File: src/rtl/fetch_sequencer.sv
// fetch_sequencer: program counter, branch-target LUT and Start/Done handshake for the accumulator core.
// Define FETCH_SEQ_PERF_EN to enable the saturating retired-instruction counter on Instr_Count.
module fetch_sequencer #(
  parameter int PC_W      = 10,
  parameter int LUT_DEPTH = 16
) (
  input  logic            Clk,
  input  logic            Reset,
  input  logic            Start,
  input  logic [PC_W-1:0] Start_Addr,
  input  logic            PC_Jmp_Flag,
  input  logic            PC_Beq_Flag,
  input  logic            LUT_Write_En,
  input  logic            LUT_Load_Hi,
  input  logic            LUT_Read_En,
  input  logic [3:0]      Lut_Idx,
  input  logic [7:0]      Acc_Value,
  input  logic            Halt,
  output logic [PC_W-1:0] PC,
  output logic            Run,
  output logic            Done,
  output logic [15:0]     Instr_Count
);

  typedef enum logic [1:0] {
    IDLE  = 2'd0,
    PRIME = 2'd1,
    RUN   = 2'd2,
    DONE  = 2'd3
  } state_e;

  state_e          state_q, state_d;
  logic [PC_W-1:0] pc_q, pc_d;
  logic [PC_W-1:0] lut_q [LUT_DEPTH];
  logic [PC_W-1:0] lutTarget;
  logic            lutWrite;
  logic            unusedReadEn;

  // The target is read combinationally every cycle, so the read enable carries no information here.
  assign unusedReadEn = LUT_Read_En;

  assign lutTarget = lut_q[Lut_Idx];
  assign lutWrite  = (state_q == RUN) && LUT_Write_En;

  assign PC   = pc_q;
  assign Run  = (state_q == RUN);
  assign Done = (state_q == DONE);

  always_comb begin
    state_d = state_q;
    pc_d    = pc_q;
    case (state_q)
      IDLE: begin
        if (Start) begin
          pc_d    = Start_Addr;
          state_d = PRIME;
        end
      end
      PRIME: begin
        state_d = RUN;
      end
      RUN: begin
        if (Halt) begin
          state_d = DONE;
        end else if (PC_Jmp_Flag || PC_Beq_Flag) begin
          pc_d = lutTarget;
        end else begin
          pc_d = pc_q + PC_W'(1);
        end
      end
      DONE: begin
        if (!Start) begin
          state_d = IDLE;
        end
      end
      default: begin
        state_d = IDLE;
      end
    endcase
  end

  always_ff @(posedge Clk or posedge Reset) begin
    if (Reset) begin
      state_q <= IDLE;
      pc_q    <= '0;
    end else begin
      state_q <= state_d;
      pc_q    <= pc_d;
    end
  end

  // Byte-wise loads let the 8-bit accumulator build a full PC_W-bit target in two steps.
  always_ff @(posedge Clk or posedge Reset) begin
    if (Reset) begin
      for (int i = 0; i < LUT_DEPTH; i++) begin
        lut_q[i] <= '0;
      end
    end else if (lutWrite) begin
      if (LUT_Load_Hi) begin
        lut_q[Lut_Idx][PC_W-1:8] <= Acc_Value[PC_W-9:0];
      end else begin
        lut_q[Lut_Idx][7:0] <= Acc_Value;
      end
    end
  end

`ifdef FETCH_SEQ_PERF_EN
  logic [15:0] instrCount_q, instrCount_d;

  always_comb begin
    instrCount_d = instrCount_q;
    if ((state_q == IDLE) && Start) begin
      instrCount_d = '0;
    end else if ((state_q == RUN) && (instrCount_q != 16'hFFFF)) begin
      instrCount_d = instrCount_q + 16'd1;
    end
  end

  always_ff @(posedge Clk or posedge Reset) begin
    if (Reset) begin
      instrCount_q <= '0;
    end else begin
      instrCount_q <= instrCount_d;
    end
  end

  assign Instr_Count = instrCount_q;
`else
  assign Instr_Count = 16'h0000;
`endif

endmodule
File: config.mk
export PLATFORM = sky130hd
export DESIGN_NAME = fetch_sequencer
export DESIGN_NICKNAME = d
export VERILOG_FILES = /design/src/rtl/fetch_sequencer.sv
export SDC_FILE = /design/constraint.sdc
export NUM_CORES = 1
export LEC_CHECK = 0
export ABC_CLOCK_PERIOD_IN_PS = 6200
export CORE_MARGIN = 8
export CORE_UTILIZATION = 30
export DETAILED_ROUTE_END_ITERATION = 10
export PLACE_DENSITY_LB_ADDON = 0.15
export SLEW_MARGIN = 20
export SYNTH_ARGS = -nofsm -noshare
export SYNTH_HDL_FRONTEND = slang
export SYNTH_SLANG_ARGS = --single-unit
export TNS_END_PERCENT = 10
File: constraint.sdc
create_clock -name Clk -period 6.2 [get_ports Clk]
set_input_delay 1.24 -clock Clk [delete_from_list [all_inputs] [get_ports Clk]]
set_output_delay 1.24 -clock Clk [all_outputs]
set_load 0.03 [all_outputs]
# After elaboration in Yosys (flattened, before gate mapping)
# Cells that the tools add are included.
# W data, S select, Z words.
# word_totals
register_bits	172
in_bits	31
output_inout_bits	28
word_cells	54
# op_classes
addsub	1
magnitude_cmp	2
n_eq_ne	7
muxes	18
n_bitwise	1
n_reduce_logical	7
# ops
operator	n
$bwmux W160	2
$mux W160	1
$demux W10 S4	2
$mux W10	6
$bmux W10 S4	1
$pmux W10 S2	1
$add A10 B1 Y10 const B	1
$mux W8	1
$ne A2 B2 Y1 const B	4
$pmux W2 S4	1
$mux W2	3
$reduce_and A3 Y1	2
$ge A5 B5 Y1 const B	1
$lt A5 B1 Y1 const B	1
$not A4 Y5	1
$eq A2 B2 Y1 const B	2
$eq A2 B1 Y1 const B	1
$logic_and A1 B1 Y1	2
$logic_not A2 Y1	1
$reduce_bool A2 Y1	1
$logic_or A1 B1 Y1	1

# Longest topological paths before layout
# depth
word_depth	7
ltp_mapped	8
depth_no_buf	6

# Worst setup path before layout
# No wires, ideal clock.
# synth_path
kind	in2reg
startpoint	in Lut_Idx[0]
endpoint	reg pc_q[4], in the netlist PC[4]
setup_ns	0.126
arrival_ns	2.753
required_time_ns	6.074
path_slack_ns	3.321
stages	6
n_path_buf	2
cell_sequence	buf_2 -> buf_2 -> mux4_2 -> a22oi_1 -> nand3_1 -> a221o_1
# synth_via
elab_chain_len	7
# synth_lines
element	line_no	rtl
from (decl)	16	input logic [3:0] Lut_Idx,
$not A4 Y5 (not written as such)	42	assign lutTarget = lut_q[Lut_Idx];
$bmux W10 S4	42	
$mux W10 (not written as such) (2 in a row)	42	
$mux W10	65	end else if (PC_Jmp_Flag || PC_Beq_Flag) begin
$mux W10	63	if (Halt) begin
$pmux W10 S2	52	case (state_q)
to (signal assigned)	88	pc_q <= pc_d;
to (decl)	33	logic [PC_W-1:0] pc_q, pc_d;
# No other way between the ends. The select of a mux whose other input is x is not followed.
# A chain may end at the register's enable or synchronous reset.

# Final worst setup path
# layout_path
startpoint	reg state_q[0]
endpoint	out Run
# layout_via
elab_chain_len	1
# layout_lines
element	line_no	rtl
from (decl)	32	state_e state_q, state_d;
from (signal assigned)	87	state_q <= state_d;
$eq A2 B2 Y1	46	assign Run = (state_q == RUN);
to (decl)	20	output logic Run,
# No other way between the ends.

==> metrics.md <==
| Metric | Value |
|---|---|
| Library cell with the highest instance count after synthesis | `dfrtp_1` |
| Dominant cells by area after synthesis | `dfrtp_1, mux2_2, mux4_2` |
| Hold violation count in the final report | `0` |
| Worst-case clock buffer depth | `2` |
| Number of antenna cells inserted | `0` |
| Final net count | `663` |
| Startpoint of the worst setup timing path | `state_q[0]$_DFFE_PP0P_` |
| Initial cell density of the core | `30.3%` |
| Core box area | `27600 um^2` |
| Flops & latches, synth | `172` |
| Num CTS Buffers | `17` |
| TritonCTS clock tree | `done` |
| CTS hold repair buffers | `0` |
| Clock transition at path regs | `around 0.07 ns` |
| Root Buffer Master | `clkbuf_16` |
| Proportion of synthesized flip-flops having asynchronous set or reset | `100%` |
| Most numerous cell types in the synthesized netlist | `dfrtp_1, mux2_2, mux4_2` |
| HPWL after detailed placement | `between 10000 and 15000 um` |
| Total I/O pin count | `59` |
| Post-layout utilization of the core | `35.1%` |
| FF+latch area | `4300 um^2` |
| Post-route DRC | `0` |
| Core Rows | `between 60 and 70` |
| Worst skew pair latency | `0.44 ns` |
| DR vias | `roughly 5.1k` |
| Sink count of the clock tree | `172` |
| Setup Buffers After CTS | `0` |
| Post-Synthesis Cells | `600` |
| Mean Syn Cell Area | `between 10 and 15 um^2` |
| Crit-path max FO | `18` |
| Hold path depth | `1` |
| Via count of the first global-routing pass | `5507` |
| Count of synthesis-stage warnings from yosys | `0` |
| IO buf count | `41` |
| DRT Pass-1 Iters | `5` |
| Multi-input gate area | `3840 um^2` |
| Pin count of the biggest net entering global routing | `88` |
| Leakage Power | `4.32 nW` |
| Number of placed cells counting well taps | `987` |
| Post-synthesis to final-layout area growth | `15.9%` |
| Number of buffers and inverters on the critical path | `2` |
| Worst-path cell with the longest stage delay | `clkdlybuf4s50_1` |
| Number of antenna violations at the first check in global routing | `0` |
| Number of DRC markers in iteration 0 | `330` |
| RSZ-0062 raised after global routing | `no` |
| Maximum level of the CTS H-tree | `4` |
| Crit Path Category | `reg -> out` |
| Final min period | `3.53 ns` |
| GR Overflow Total | `0` |
| Number of max-slew violations in the final report | `0` |
| Final cell count without fillers | `1019` |
| CP Depth | `3` |
| Setup-violating endpoint count in the final report | `0` |
| Count of cells along the worst register-to-register path | `6` |
| Cell area power density | `381 nW/um^2` |
| Worst setup timing slack at the placement stage | `2.21 ns` |
| Kind of end point of the critical path | `output pin` |
| Cell breakdown of the critical path | `inv_1, ha_1, clkdlybuf4s50_1` |
| Maxcap violations | `0` |
| Setup Skew | `0.0111 ns` |
| Top FF cell, synth | `dfrtp_1` |
| Wire length per cell | `slightly above 20 um` |
| Die Y | `183 um` |
| Worst Hold Slack | `approximately 0.50 ns` |
| Part of the Yosys area used for sequential elements | `51.4%` |
| Die Outline Area | `between 30000 and 40000 um^2` |
| Filler cell count | `2651` |
| Global placer's final weighted congestion | `0.744` |
| Hold path startpoint | `lut_q[83]$_DFFE_PP0P_` |
| Total Neg Setup Slack | `0 ns` |
| Antenna Nets Post-Route | `0` |
| Dominant delay contributor by cell family on the critical path | `buffers and inverters` |
| Fraction of final layout cells with drive strength greater than 1 | `approximately two fifths` |
| Maximum operating frequency | `284 MHz` |
| Number of enable flip-flop cells after synthesis | `0` |
| Chip Width | `183 um` |
| Startpoint types | `flip-flop` |
| Status | `complete, no violations` |
| Wire length of the first global-routing pass | `33200 um` |
| Final worst path period share | `between 50% and 60%` |
| Final WS setup | `~2.7 ns` |
| Required @ worst endpoint | `4.96 ns` |
| Post-synth top area share | `51.4%` |
| Tightest Pin Transition | `approximately 1.0 ns` |
| Worst relative slew slack | `33.1%` |
| Count of cell types in the netlist | `47` |
| R2R Path Start | `state_q[0]$_DFFE_PP0P_` |
| Area leader, netlist | `dfrtp_1` |
| Detailed-route wire length | `around 21000 um` |
| Cells resized by post-CTS repair | `0` |
| Worst path arrival time | `2.29 ns` |
| Hold Crit Class | `reg -> reg` |
| Overall track demand over capacity in global routing | `13.1%` |
| VDD IR-drop max | `0.176 mV` |
| Vias per cell | `roughly 5.0` |
| Mapped cell area | `8380 um^2` |
| Stage delay of the slowest cell on the critical path | `0.79 ns` |
per-stage QoR:
stage	cell area, um^2	total power [mW]
final	9710	3.69
after global routing	9710	3.91
after CTS	9710	3.74
after detailed placement	9070	2.60
after global placement	9080	2.55
after floorplan	8430	2.28
cell families (layout without fill, tap and decap cells):
family | after synthesis | after routing | synth area share [%]
buffers and inverters | 57 | 83 | 3.48
adder cells (fa/ha/maj) | 4 | 4 | 0.597
multiplexers | 206 | 206 | 32.7
flip-flops | 172 | 172 | 51.4
XOR/XNOR | 3 | 3 | 0.314
AO/OA/AOI/OAI | 54 | 54 | 4.45
other | 1 | 16 | 0.0448
AND/OR/NAND/NOR | 103 | 103 | 6.99
power breakdown:
| group | total (mW) | leakage, nW | switching [mW] | internal (mW) |
|---|---|---|---|---|
| sequential | 1.60 | 2.31 | 0.184 | 1.42 |
| clock | 1.14 | 0.308 | 0.505 | 0.631 |
| combinational | 0.954 | 1.71 | 0.458 | 0.496 |
| total | 3.69 | 4.32 | 1.15 | 2.55 |
path summary, 6_finish.rpt:
path / slack (ns) / end
worst max register to register: 3.25 / lut_q[55]$_DFFE_PP0P_
worst max-delay path: 2.67 / Run
max in group asynchronous: 3.74 / lut_q[136]$_DFFE_PP0P_
min in group asynchronous: 1.34 / lut_q[110]$_DFFE_PP0P_
worst min-delay path: 0.50 / lut_q[83]$_DFFE_PP0P_
worst min register to register: 0.50 / lut_q[83]$_DFFE_PP0P_
layer usage:
layer,wire (um),GRT usage (%),up-vias
met3,817,2.45,19
met2,10600,22.0,97
met4,248,4.52,0
met5,0,0,-
met1,9500,16.6,2684
li1,-,-,2265
layout by cell type, fill, tap and decap left out, drive strengths merged, types with 3 or more instances in the layout:
cell / Yosys / layout
mux2i: 4 / 4
buf: 33 / 8
nand3: 15 / 15
nand2b: 4 / 4
a221o: 3 / 3
o21ai: 11 / 11
nor2: 20 / 20
mux4: 38 / 38
nor2b: 6 / 6
clkinv: 0 / 3
clkbuf: 19 / 18
mux2: 164 / 164
a21oi: 7 / 7
nor3b: 3 / 3
conb: 1 / 16
clkdlybuf4s50: 0 / 38
inv: 5 / 13
ha: 4 / 4
a31oi: 7 / 7
nand2: 22 / 22
a311oi: 4 / 4
or4: 6 / 6
dfrtp: 172 / 172
o21a: 5 / 5
and3b: 4 / 4
a22oi: 11 / 11
nor3: 12 / 12
sequential cells by signal, summed over array words and instances (netlist names):
name	cells
state_q	2
lut_q	160
PC	10
cell type report:
type | count | share of cell area, %
Sequential cell | 172 | 44.3
Multi-Input combinational cell | 386 | 39.5
Tap cell | 378 | 4.87
Clock buffer | 18 | 4.52
Timing Repair Buffer | 46 | 4.49
Clock inverter | 14 | 2.00
Inverter | 5 | 0.245
Note: power is estimated with default switching activity, not from simulation.
